File: config.mk
export PLATFORM = sky130hd
export DESIGN_NAME = mips_wbuf
export DESIGN_NICKNAME = d
export VERILOG_FILES = /design/src/rtl/mips_wbuf_pkg.sv /design/src/rtl/mips_wbuf_fifo.sv /design/src/rtl/mips_wbuf.sv
export SDC_FILE = /design/constraint.sdc
export NUM_CORES = 1
export LEC_CHECK = 0
export CORE_MARGIN = 4
export CORE_UTILIZATION = 45
export DETAILED_ROUTE_END_ITERATION = 12
export HOLD_SLACK_MARGIN = 0.03
export PLACE_DENSITY = 0.65
export RECOVER_POWER = 25
export SETUP_SLACK_MARGIN = 0.4
export SLEW_MARGIN = 25
export SYNTH_ARGS = -nofsm -noshare
export SYNTH_HDL_FRONTEND = slang
export SYNTH_SLANG_ARGS = --single-unit
File: constraint.sdc
create_clock -name clock -period 2.62 [get_ports clock]
set_input_delay 0.786 -clock clock [delete_from_list [all_inputs] [get_ports clock]]
set_output_delay 0.786 -clock clock [all_outputs]
set_load 0.05 [all_outputs]
File: src/rtl/mips_wbuf_pkg.sv
// mips_wbuf_pkg: shared types for the MIPS core write buffer.
// Holds the bus FSM state encoding, the queued-store entry layout and the
// byte-merge helper used when stores are coalesced into the youngest entry.
package mips_wbuf_pkg;

  // Bus sequencer states; encoding is fixed so debug views stay stable.
  typedef enum logic [1:0] {
    ST_IDLE  = 2'd0,
    ST_WRITE = 2'd1,
    ST_READ  = 2'd2
  } state_e;

  // One queued store: word address, byte enables and lane-aligned data.
  typedef struct packed {
    logic [31:0] addr;
    logic [3:0]  we;
    logic [31:0] data;
  } entry_t;

  localparam logic [3:0]  WE_NONE   = 4'h0;
  localparam logic [31:0] WORD_ZERO = 32'h0000_0000;

  // Fold a new store into an existing entry: enables are OR-ed and the
  // newly written byte lanes replace the old ones.
  function automatic entry_t merge_bytes(input entry_t      old_e,
                                         input logic [3:0]  new_we,
                                         input logic [31:0] new_data);
    entry_t res;
    res      = old_e;
    res.we   = old_e.we | new_we;
    for (int b = 0; b < 4; b++) begin
      if (new_we[b]) begin
        res.data[8*b +: 8] = new_data[8*b +: 8];
      end else begin
        res.data[8*b +: 8] = old_e.data[8*b +: 8];
      end
    end
    return res;
  endfunction

endpackage

File: src/rtl/mips_wbuf_fifo.sv
// mips_wbuf_fifo: circular store queue for the write buffer.
// Provides push/pop, an in-place merge into the youngest entry, the head
// entry for the bus, the youngest entry address for merge matching and the
// occupancy count. DEPTH must be a power of two so the pointers wrap for free.
module mips_wbuf_fifo
  import mips_wbuf_pkg::*;
#(
  parameter int DEPTH = 4
)(
  input  logic                         clock,
  input  logic                         reset,
  input  logic                         push_i,
  input  entry_t                       push_entry_i,
  input  logic                         pop_i,
  input  logic                         merge_i,
  input  logic [3:0]                   merge_we_i,
  input  logic [31:0]                  merge_data_i,
  output entry_t                       head_o,
  output logic [31:0]                  tail_addr_o,
  output logic [$clog2(DEPTH+1)-1:0]   count_o
);

  localparam int PW = $clog2(DEPTH);
  localparam int CW = $clog2(DEPTH+1);

  entry_t          mem_q [DEPTH];
  entry_t          mem_d [DEPTH];
  logic [PW-1:0]   wr_ptr_q, wr_ptr_d;
  logic [PW-1:0]   rd_ptr_q, rd_ptr_d;
  logic [PW-1:0]   tail_ptr_s;
  logic [CW-1:0]   count_q, count_d;

  assign tail_ptr_s  = wr_ptr_q - PW'(1'b1);
  assign head_o      = mem_q[rd_ptr_q];
  assign tail_addr_o = mem_q[tail_ptr_s].addr;
  assign count_o     = count_q;

  // Storage update: a push writes the slot at the write pointer, a merge
  // rewrites the youngest slot; the top never requests both at once.
  always_comb begin
    for (int i = 0; i < DEPTH; i++) begin
      if (push_i && (wr_ptr_q == PW'(i))) begin
        mem_d[i] = push_entry_i;
      end else if (merge_i && (tail_ptr_s == PW'(i))) begin
        mem_d[i] = merge_bytes(mem_q[i], merge_we_i, merge_data_i);
      end else begin
        mem_d[i] = mem_q[i];
      end
    end
  end

  // Pointer and occupancy update; a simultaneous push and pop keeps the count.
  always_comb begin
    wr_ptr_d = push_i ? (wr_ptr_q + PW'(1'b1)) : wr_ptr_q;
    rd_ptr_d = pop_i  ? (rd_ptr_q + PW'(1'b1)) : rd_ptr_q;
    case ({push_i, pop_i})
      2'b10:   count_d = count_q + CW'(1'b1);
      2'b01:   count_d = count_q - CW'(1'b1);
      default: count_d = count_q;
    endcase
  end

  // Queue state registers; reset discards every queued store.
  always_ff @(posedge clock or negedge reset) begin
    if (!reset) begin
      wr_ptr_q <= '0;
      rd_ptr_q <= '0;
      count_q  <= '0;
      for (int i = 0; i < DEPTH; i++) begin
        mem_q[i] <= '0;
      end
    end else begin
      wr_ptr_q <= wr_ptr_d;
      rd_ptr_q <= rd_ptr_d;
      count_q  <= count_d;
      for (int i = 0; i < DEPTH; i++) begin
        mem_q[i] <= mem_d[i];
      end
    end
  end

endmodule

File: src/rtl/mips_wbuf.sv
// mips_wbuf: posted-write buffer between a MIPS core data port and a
// single-outstanding external bus. Stores are queued and drained in order;
// loads wait until the queue is empty and then go straight to the bus.
// Optional build macro: MIPS_WBUF_MERGE_EN -- when defined, a store to the
// address of the youngest queued entry (not currently on the bus) is
// byte-merged into that entry instead of taking a new slot.
module mips_wbuf
  import mips_wbuf_pkg::*;
#(
  parameter int DEPTH = 4
)(
  input  logic        clock,
  input  logic        reset,
  input  logic [31:0] DA,
  input  logic [3:0]  we,
  input  logic [31:0] DO,
  input  logic        re,
  output logic [31:0] DI,
  output logic        stall,
  output logic        bus_req,
  output logic [31:0] bus_addr,
  output logic [3:0]  bus_we,
  output logic [31:0] bus_wdata,
  input  logic        bus_ack,
  input  logic [31:0] bus_rdata
);

  localparam int            CW     = $clog2(DEPTH+1);
  localparam logic [CW-1:0] FULL_C = CW'(DEPTH);
  localparam logic [CW-1:0] ONE_C  = CW'(1'b1);
  localparam logic [CW-1:0] ZERO_C = {CW{1'b0}};
`ifdef MIPS_WBUF_MERGE_EN
  localparam logic MERGE_EN = 1'b1;
`else
  localparam logic MERGE_EN = 1'b0;
`endif

  state_e        state_q, state_d;
  entry_t        head_s;
  entry_t        push_entry_s;
  logic [31:0]   tail_addr_s;
  logic [CW-1:0] count_s;
  logic          store_s;
  logic          full_s;
  logic          tail_busy_s;
  logic          merge_ok_s;
  logic          read_done_s;
  logic          accept_s;
  logic          push_s;
  logic          merge_s;
  logic          pop_s;

  assign push_entry_s = '{addr: DA, we: we, data: DO};

  mips_wbuf_fifo #(
    .DEPTH (DEPTH)
  ) u_fifo (
    .clock        (clock),
    .reset        (reset),
    .push_i       (push_s),
    .push_entry_i (push_entry_s),
    .pop_i        (pop_s),
    .merge_i      (merge_s),
    .merge_we_i   (we),
    .merge_data_i (DO),
    .head_o       (head_s),
    .tail_addr_o  (tail_addr_s),
    .count_o      (count_s)
  );

  // Core handshake: decide whether the presented store is taken (push or
  // merge) and whether the core must hold its request this cycle. Fullness
  // uses the registered count, so a store at full waits even if the head
  // retires in the same cycle.
  always_comb begin
    store_s     = (we != WE_NONE);
    full_s      = (count_s == FULL_C);
    tail_busy_s = (state_q == ST_WRITE) && (count_s == ONE_C);
    merge_ok_s  = MERGE_EN && (count_s != ZERO_C) && (tail_addr_s == DA) && !tail_busy_s;
    read_done_s = (state_q == ST_READ) && bus_ack;
    pop_s       = (state_q == ST_WRITE) && bus_ack;
    accept_s    = 1'b0;
    stall       = 1'b0;
    if (!reset) begin
      accept_s = 1'b0;
      stall    = 1'b0;
    end else if (re) begin
      // Load (optionally with a store): the store follows the read.
      accept_s = store_s && read_done_s;
      stall    = !read_done_s;
    end else if (store_s) begin
      accept_s = merge_ok_s || !full_s;
      stall    = !accept_s;
    end else begin
      accept_s = 1'b0;
      stall    = 1'b0;
    end
    merge_s = accept_s && merge_ok_s;
    push_s  = accept_s && !merge_ok_s;
  end

  // Bus sequencer next state: drain stores first, then serve a pending load.
  always_comb begin
    state_d = state_q;
    case (state_q)
      ST_IDLE: begin
        if ((count_s != ZERO_C) || push_s) begin
          state_d = ST_WRITE;
        end else if (re) begin
          state_d = ST_READ;
        end else begin
          state_d = ST_IDLE;
        end
      end
      ST_WRITE: begin
        if (bus_ack) begin
          if ((count_s != ONE_C) || push_s) begin
            state_d = ST_WRITE;
          end else if (re) begin
            state_d = ST_READ;
          end else begin
            state_d = ST_IDLE;
          end
        end else begin
          state_d = ST_WRITE;
        end
      end
      ST_READ: begin
        if (bus_ack) begin
          state_d = push_s ? ST_WRITE : ST_IDLE;
        end else begin
          state_d = ST_READ;
        end
      end
      default: begin
        state_d = ST_IDLE;
      end
    endcase
  end

  // Bus request and load-return muxing; all bus fields are zero when idle.
  always_comb begin
    bus_req   = 1'b0;
    bus_addr  = WORD_ZERO;
    bus_we    = WE_NONE;
    bus_wdata = WORD_ZERO;
    case (state_q)
      ST_WRITE: begin
        bus_req   = 1'b1;
        bus_addr  = head_s.addr;
        bus_we    = head_s.we;
        bus_wdata = head_s.data;
      end
      ST_READ: begin
        bus_req   = 1'b1;
        bus_addr  = DA;
        bus_we    = WE_NONE;
        bus_wdata = WORD_ZERO;
      end
      default: begin
        bus_req   = 1'b0;
        bus_addr  = WORD_ZERO;
        bus_we    = WE_NONE;
        bus_wdata = WORD_ZERO;
      end
    endcase
    DI = read_done_s ? bus_rdata : WORD_ZERO;
  end

  // Sequencer state register; reset drops any in-flight request at once.
  always_ff @(posedge clock or negedge reset) begin
    if (!reset) begin
      state_q <= ST_IDLE;
    end else begin
      state_q <= state_d;
    end
  end

endmodule
==> After elaboration in Yosys (flattened, before gate mapping) <==
Index checks and enable logic that the tools add are counted.
{ "totals": {"ff_bits": 281, "inputBits": 104, "latch_bits": 0, "mem_bits_ro": 0, "ram_bits": 0, "memories": 0, "output_inout_bits": 102} }
{ "op_classes": {"mux": 22, "n_div": 0, "shift": 0, "n_eq_ne": 9, "multipliers": 0, "bitwise": 1, "n_reduce_logical": 17, "n_lt_le_gt_ge": 1, "n_addsub": 4} }
{ "ops": {"columns": ["cell", "n"], "rows": [
  ["binary-select mux 68 bit (select 2 bit)", 1],
  ["two-way mux 68 bit", 2],
  ["two-way mux 32 bit", 2],
  ["case mux 32 bit (2 select lines)", 1],
  ["two-way mux 2 bit", 5],
  ["== test 2 bit (second input constant)", 4],
  ["two-way mux 1 bit", 8],
  ["logical AND 1 bit", 7],
  ["== test 2 x 1 -> 1 bit (second input constant)", 3],
  ["case mux 2 bit (3 select lines)", 1],
  ["case mux 3 bit (2 select lines)", 1],
  ["adder 2 x 1 -> 2 bit (second input constant)", 2],
  ["zero test 2 bit", 2],
  ["two-way mux 4 bit", 1],
  ["nonzero test 4 bit", 1],
  ["adder 3 x 1 -> 3 bit (second input constant)", 1],
  ["== test 3 bit (second input constant)", 1],
  [">= comparator 3 bit (second input constant)", 1],
  ["inequality test 3 x 1 -> 1 bit (second input constant)", 1],
  ["NOT 2 -> 3 bit", 1],
  ["nonzero test 3 bit", 1],
  ["subtractor 3 x 1 -> 3 bit (second input constant)", 1],
  ["zero test 1 bit", 2],
  ["logical OR 1 bit", 2],
  ["2 further kinds", 2]
]} }

==> Depth between registers and ports, before layout <==
Gate-level depths: netlist of the first run.
{ "depth": {"depth_word": 9, "ltp_mapped": 11, "ltp_nobuf": 9} }

==> By module <==
Synthesis of the first run repeated with hierarchy kept, for this count alone.
{ "hier_totals": {"hier_cells": 1240, "area_unflattened_um2": 15715.1} }
{ "by_module_without_submodules": {"columns": ["mod", "area_per_inst_um2", "cells_each", "seq_area_each_um2", "instances"], "rows": [
  ["mips_wbuf_fifo", 14507.7, 1056, 6981.7, 1],
  ["mips_wbuf", 1207.4, 184, 50.0, 1]
]} }

==> Least setup slack after synthesis of the first run <==
No wires, ideal clock.
{ "synth_path": {"kind": "flip-flop to output port", "from": "reg state_q[0]", "to": "out bus_addr[0]", "required_ps": 1834, "arrival_time_ps": 2009, "slack_ps": -175, "n_path_buf": 1, "stages_incl_launch_ff": 5, "cell_sequence": "dfrtp_1 -> inv_1 -> ha_1 -> clkbuf_1 -> nor2b_1"} }
{ "synth_between": {"elab_chain_len": 2, "word_cells_on_any_way": 3, "classes_between": "eq/ne (2); mux (1)"} }
{ "synth_rtl": {"columns": ["element", "line_no", "rtl"], "rows": [
  ["start, declared", "mips_wbuf.sv:38", "state_e state_q, state_d;"],
  ["start signal, assigned", "mips_wbuf.sv:175", "state_q <= state_d;"],
  ["== test 2 bit / == test 2 x 1 -> 1 bit (equally long branches)", "mips_wbuf.sv:147", "case (state_q)"],
  ["case mux 32 bit (2 select lines) (*)", "mips_wbuf.sv:147", null],
  ["end, declared", "mips_wbuf.sv:21", "output logic [31:0] bus_addr,"]
]} }
Mark *: on every way between the ends. The rest lies on a longest branch, timed or not.

==> Worst setup path after layout of the first run <==
{ "layout_path": {"from": "reg u_fifo.rd_ptr_q[0]", "to": "out bus_addr[31]"} }
{ "layout_between": {"elab_chain_len": 5} }
{ "layout_rtl": {"columns": ["element", "line_no", "rtl"], "rows": [
  ["start, declared", "mips_wbuf_fifo.sv:29", "logic [PW-1:0] rd_ptr_q, rd_ptr_d;"],
  ["start signal, assigned", "mips_wbuf_fifo.sv:74", "rd_ptr_q <= rd_ptr_d;"],
  ["NOT 2 -> 3 bit (implied by the code)", "mips_wbuf_fifo.sv:34", "assign head_o = mem_q[rd_ptr_q];"],
  ["binary-select mux 68 bit (select 2 bit)", "mips_wbuf_fifo.sv:34", null],
  ["two-way mux 68 bit (implied by the code) (2 in series)", "mips_wbuf_fifo.sv:34", null],
  ["case mux 32 bit (2 select lines)", "mips_wbuf.sv:147", null]
]} }
No other way between the ends. The select of a mux whose other input is x is not followed.

==> results of run 1 <==
==> cell families after synthesis <==
group | synth area share, %
AND/OR/NAND/NOR | 5.63
buffers and inverters | 4.18
adder cells (fa/ha/maj) | 1.18
flip-flops | 50.8
XOR/XNOR | 0.380
multiplexers | 35.5
AO/OA/AOI/OAI | 2.36
==> worst max-delay path by stage <==
| stage | slack, ns | cells past startpoint | to |
|---|---|---|---|
| 6_report | -0.49 | 6 | bus_addr[31] |
| 5_1_grt | -0.57 | 6 | bus_addr[6] |
| 4_1_cts | -0.52 | 6 | bus_wdata[12] |
| 3_5_place_dp | -0.24 | 5 | stall |
| 3_3_place_gp | -0.24 | 5 | stall |
| 2_1_floorplan | 0.31 | 6 | bus_addr[10] |
==> area by class of cell <==
| cell class | count | area share, % |
|---|---|---|
| diodes | 1 | 0.0116 |
| multi-input cells | 522 | 35.5 |
| inverters | 9 | 0.168 |
| flip-flops and latches | 281 | 32.5 |
| well taps | 390 | 2.25 |
| clock inverters | 6 | 0.370 |
| repair buffers | 388 | 25.1 |
| clock buffers | 48 | 4.11 |
==> synth_stat cells <==
master / count / share of area, %
buf_12: 13 / 1.9
a32oi_1: 1 / 0.063
xnor2_1: 4 / 0.25
mux2_2: 192 / 16
and2_1: 39 / 1.8
buf_4: 18 / 0.98
mux2i_1: 1 / 0.072
a22oi_1: 32 / 1.7
and3_1: 32 / 1.4
a41o_1: 1 / 0.072
o41a_1: 1 / 0.081
a21bo_2: 1 / 0.072
o31ai_1: 1 / 0.054
and3_4: 1 / 0.081
xor2_1: 2 / 0.13
ha_1: 13 / 1.2
mux2_4: 80 / 8.7
nand2_8: 4 / 0.58
buf_2: 8 / 0.29
nand2b_1: 1 / 0.045
dfrtp_1: 281 / 51
nand2_1: 4 / 0.11
a2111oi_0: 1 / 0.063
nand3b_1: 1 / 0.054
nor2b_1: 32 / 1.4
a21oi_1: 2 / 0.072
o21ai_0: 4 / 0.14
nor4_1: 1 / 0.045
inv_1: 9 / 0.24
clkbuf_1: 29 / 0.79
nor2_1: 2 / 0.054
mux4_2: 68 / 11
==> power groups by stage <==
| stage | registers (µW) | clock network [µW] | logic [µW] |
|---|---|---|---|
| 2_1_floorplan | 7270 | 0 | 11200 |
| 3_3_place_gp | 7670 | 0 | 14500 |
| 3_5_place_dp | 7740 | 0 | 14600 |
| 4_1_cts | 7730 | 4260 | 17500 |
| 5_1_grt | 8120 | 4440 | 19300 |
| 6_report | 7880 | 4180 | 18500 |
==> what timing repair did <==
item                                    4_1_cts  5_1_grt
pin swaps                                    65       14
buffers inserted                             47       12
gates resized for setup                     255      172
endpoints found under the hold margin         0        0
cloned                                       24        5
endpoints found under the setup margin      338      374
==> routing by layer <==
layer	vias to the layer above	part of all wire (%)
met5	-	0.034
met4	2	1.3
met3	41	4.8
met2	214	49
met1	4761	45
li1	3945	-
==> registers in the layout (all words and copies together), names as in the netlist <==
signal           cells
u_fifo.count_o       3
u_fifo.wr_ptr_q      2
u_fifo.mem_q       272
u_fifo.rd_ptr_q      2
state_q              2
==> per-stage QoR <==
step | setup slack (ns) | cells | hold slack, ns
finish | -0.494 | 1645 | 0.504
CTS | -0.519 | 1627 | 0.206
floorplan | 0.307 | 879 | 0.472
global route | -0.565 | 1645 | 0.516
global placement | -0.244 | 1502 | 0.481
detailed placement | -0.240 | 1502 | 0.487
==> impl_metrics.toml, run 1 <==
[setup_path]
r2r-start = "state_q[1]$_DFF_PN0_"
critPathTopFamily = "flip-flops"
crit_path_start_kind = "register"
crit_arrival_ns = 2.33
crit_required_ns = 1.83
worstSetupStartpoint = "u_fifo.rd_ptr_q[0]$_DFFE_PN0P_"
cpPeakStageDelay_ns = 0.57
cp_max_fo = 8
reg2reg_depth = 12
crit_chain = "buf_12, buf_16, mux4_2, a22oi_2, nor2b_4, buf_6"
crit_path_end_kind = "primary output"
r2r_slack_ns = 0.19
slowest_stage = "dfrtp_4"
critPathKind = "reg2out"
r2r-end = "u_fifo.mem_q[222]$_DFFE_PN0P_"
critPathBufInv = 3

[pwr]
p_per_area_mw_per_mm2 = 1410
pwr-share-seq_pct = 25.8
switching_share_pct = 36.2
peakVddDrop_mv = 1.01
p_clk_share_pct = 13.7
p_comb_share_pct = 60.6
power_switching_uw = 11100
p_leak_uw = 0.0104
intPower_uw = 19500
totalPowerFinal_uw = 30600

[cts]
cts_tree = "built"
clock_latency_ns = 0.54
cts_hold_buf = 0
clkTransAtPathRegs_ns = 0.06
clock-root-buffer = "clkbuf_16"
cts.path.max_buffers = 3
cts_inserted_buffers = 30
htreeDepth = 1
clock-sinks = 281

[logic_synthesis]
synth_cells = 879
netlist_area_mm2 = 0.0138
yosysWarnings = 0
synth_nets = 996
avgSynthCellArea_um2 = 15.7
yosysUniqueCellTypes = 32
seq_area_frac_synth_pct = 50.8
synth_seq_cells = 281

[placed_design]
placed_cell_area_mm2 = 0.0177
hpwl_mm = 21.3
place_congestion = 0.728
io_buffers = 205

[timing]
fin_tns_setup_ns = -31.32
worstMarginPinSlew_ns = 1.58
setup_viol = 95
min_period_ns = 3.11
slew_viol_final = 118
rsz0062_at_grt = "true"
setup_ws_ns = -0.494
max_freq_mhz = 321
hold_viol_final = 0
slew_headroom_pct = -5.23
fin_crit_sh_pct = 119
fin_skew_ns = 0.00811

[min_path]
hp-start = "u_fifo.mem_q[81]$_DFFE_PN0P_"
hold_end = "u_fifo.mem_q[81]$_DFFE_PN0P_"
worstHoldPathCells = 1
hp-class = "reg2reg"

[die]
core_area_mm2 = 0.0300
die_y_um = 183
rows = 63
start_util_pct = 46.2
fp.dieW_um = 183
io_pins = 206
die_area_mm2 = 0.0336

[status]
outcome = "finished with violations"
violations = "max-capacitance violations, max-slew violations, negative setup slack"

[global_routing]
top_usage_layer = "met2"
grt_max_degree = 155
grtUsageMet2_pct = 34.8
grtUsageTotal_pct = 21.1
grt.met3_usage_pct = 3.89
grt_pass1_vias = 9686
antenna_found_initial = 2
overflow = 0
grt_pass1_wl_mm = 56.6
grtUsageMet1_pct = 29.9

[routing]
via_per_inst = 5.45
final_antenna_net_count = 0
vias = 8963
avgRoutedWirePerCell_um = 23.0
routed_wl_mm = 37.8
drc_errors = 0
initialDrtViolationCount = 471
drt_pass1_iterations = 4

[layout]
final_nets = 1349
drive_gt1_share_pct = 65.2
synthToLayoutAreaGrowth_pct = 56.6
multi_input_area_mm2 = 0.00768
final_common_cell = "dfrtp_1"
final_cell_mix = "279 x dfrtp_1, 271 x mux2_4, 96 x clkdlybuf4s50_1, 93 x buf_12, 68 x mux4_2"
design_area_mm2 = 0.0217
post-route-util_pct = 72.3
fillers = 1861
seq_area_mm2 = 0.00704

[flow_run]
drv_cap = 1
Note: power is estimated with default switching activity, not from simulation.
==> run 2, diff against run 1 <==
--- a/config.mk
+++ b/config.mk
@@ -5,6 +5,7 @@
 export SDC_FILE = /design/constraint.sdc
 export NUM_CORES = 1
 export LEC_CHECK = 0
+export ABC_AREA = 1
 export CORE_MARGIN = 4
 export CORE_UTILIZATION = 45
 export DETAILED_ROUTE_END_ITERATION = 12
==> impl_metrics.toml, run 2 <==
[timing]
worstMarginPinSlew_ns = 1.28
max_freq_mhz = 341
fin_skew_ns = 0.00954
fin_crit_sh_pct = 112
setup_ws_ns = -0.312
rsz0062_at_grt = "true"
min_period_ns = 2.93
setup_viol = 101
slew_headroom_pct = 14.6
fin_tns_setup_ns = -17.57
hold_viol_final = 0
slew_viol_final = 0
whs_ns = 0.477

[die]
start_util_pct = 45.5
die_y_um = 184
die_area_mm2 = 0.0338
core_area_mm2 = 0.0306
rows = 64
fp.dieW_um = 184
io_pins = 206

[setup_path]
r2r_slack_ns = 0.49
cp_max_fo = 16
critPathKind = "reg2out"
crit_arrival_ns = 2.15
slowest_stage = "dfrtp_4"
crit_required_ns = 1.83
critPathTopFamily = "flip-flops"
reg2reg_depth = 14
cp.depth = 7
cpPeakStageDelay_ns = 0.58
crit_path_end_kind = "primary output"
crit_chain = "buf_4, clkbuf_16, o21ai_0, nand2_1, nand2_1, a21oi_4, buf_12"
cpMostUsedCell = "nand2_1"
crit_path_start_kind = "register"
critPathBufInv = 3

[flow_run]
drv_cap = 0

[min_path]
hp-class = "reg2reg"
worstHoldPathCells = 2

[layout]
synthToLayoutAreaGrowth_pct = 46.9
final_nets = 2144
top_register = "u_fifo.mem_q"
design_area_mm2 = 0.0205
final_cell_mix = "493 x nand2_1, 279 x dfrtp_1, 263 x o21ai_0, 181 x inv_1, 140 x o21ai_1"
final_common_cell = "nand2_1"
drive_gt1_share_pct = 20.8
largest_register_ff_count = 272

[pwr]
p_per_area_mw_per_mm2 = 1470
pwr-share-seq_pct = 24.5
switching_share_pct = 45.2
p_leak_uw = 0.00905
p_comb_share_pct = 62.0
peakVddDrop_mv = 1.13
power_switching_uw = 13600
intPower_uw = 16400
p_clk_share_pct = 13.5

[logic_synthesis]
synth_area_leaders = "dfrtp_1 51%, nand2_1 14%, o21ai_0 13%"
yosysMostFrequentCell = "nand2_1"
synth_common_cells = "513 x nand2_1, 363 x o21ai_0, 281 x dfrtp_1"
synth_cells = 1810
netlist_area_mm2 = 0.0139
yosysWarnings = 0
synth_nets = 1927
yosysUniqueCellTypes = 26
seq_area_frac_synth_pct = 50.5
synth.top_cell.area_share_pct = 50.5
synth_area_leader_cell = "dfrtp_1"
synth_flop_cell = "dfrtp_1"
synth_seq_cells = 281
synth-edff-count = 0
avgSynthCellArea_um2 = 7.69
async_flop_share_pct = 100

[routing]
drt_pass1_iterations = 6
initialDrtViolationCount = 1075
via_per_inst = 5.33
drc_errors = 0
routed_wl_mm = 42.9
vias = 13000
avgRoutedWirePerCell_um = 17.6
final_antenna_net_count = 0

[cts]
cts_tree = "built"
htreeDepth = 1
clock_latency_ns = 0.56
clock-root-buffer = "clkbuf_16"
clkTransAtPathRegs_ns = 0.06
cts_inserted_buffers = 30
cts.path.max_buffers = 3
clock-sinks = 281

[placed_design]
placed_cell_area_mm2 = 0.0188
place_congestion = 0.770
place_ws_ns = -0.135
hpwl_mm = 26.1
io_buffers = 205

[status]
outcome = "finished with violations"
violations = "negative setup slack"

[global_routing]
overflow = 0
antenna_found_initial = 3
grt_pass1_wl_mm = 67.5
grt_max_degree = 138
grtUsageTotal_pct = 24.4
grt_pass1_vias = 12800
-- run 2: area by class of cell --
| cell class | instances | area (µm²) |
|---|---|---|
| sequential | 281 | 7040 |
| antenna | 2 | 5.00 |
| inverter | 190 | 753 |
| multi-input combinational | 1206 | 6790 |
| timing repair buffer | 317 | 4450 |
| tap | 396 | 495 |
| clock buffer | 46 | 851 |
| timing repair inverter | 1 | 8.76 |
| fill | 2484 | 10100 |
| clock inverter | 3 | 65.1 |
-- run 2: per-layer routing --
layer	track usage [%]	part of all wire [%]
met3	3.32	6.2
met5	0	0.030
met2	41.2	50
met4	6.77	2.2
met1	33.0	42
-- run 2: through the flow --
| stage | util [%] | total power (µW) | std cells |
|---|---|---|---|
| final | 66.9 | 30000 | 2442 |
| after global routing | 66.9 | 31700 | 2442 |
| after CTS | 65.7 | 29700 | 2431 |
| after detailed placement | 61.6 | 24900 | 2369 |
| after global placement | 61.6 | 24600 | 2369 |
| after floorplan | - | 17900 | 1810 |
-- run 2: logic make-up (layout without fill, tap and decap cells) --
kind of cell	count (synthesis)	after routing	synth area share, %
compound gates	621	621	22.4
simple gates	566	567	15.8
buf+inv	324	557	9.73
flops	281	281	50.5
fa+ha+maj	13	13	1.17
xor+xnor	5	5	0.315
other cells	0	2	0
-- run 2: worst paths after layout --
path,from,to
worst min register to register,u_fifo.mem_q[244]$_DFFE_PN0P_,u_fifo.mem_q[244]$_DFFE_PN0P_
min in group asynchronous,reset,u_fifo.mem_q[151]$_DFFE_PN0P_
worst max register to register,state_q[1]$_DFF_PN0_,u_fifo.count_o[2]$_DFFE_PN0P_
worst min-delay path,u_fifo.mem_q[244]$_DFFE_PN0P_,u_fifo.mem_q[244]$_DFFE_PN0P_
worst max-delay path,u_fifo.rd_ptr_q[0]$_DFFE_PN0P_,bus_addr[30]
max in group asynchronous,reset,u_fifo.rd_ptr_q[0]$_DFFE_PN0P_
-- run 2: worst min-delay path, cell delays in order, from the launching register on --
cell	delay, ns
dfrtp_1	0.34
o21ai_1	0.06
nand2_1	0.05
-- run 2: power groups by stage --
stage / Clock, µW / Combinational [µW] / Sequential (µW)
floorplan: 0 / 10900 / 7070
global placement: 0 / 17300 / 7240
detailed placement: 0 / 17500 / 7340
CTS: 4090 / 18300 / 7310
global route: 4280 / 19900 / 7540
finish: 4030 / 18600 / 7350
-- run 2: repair_timing --
| action | in CTS | in global routing |
|---|---|---|
| endpoints found under the setup margin | 200 | 148 |
| gates resized for setup | 77 | 75 |
| pin swaps | 7 | 15 |
| hold buffers | 1 | 0 |
| setup buffers | 8 | 4 |
| gates cloned | 4 | 5 |
| hold endpoints to repair | 5 | 0 |
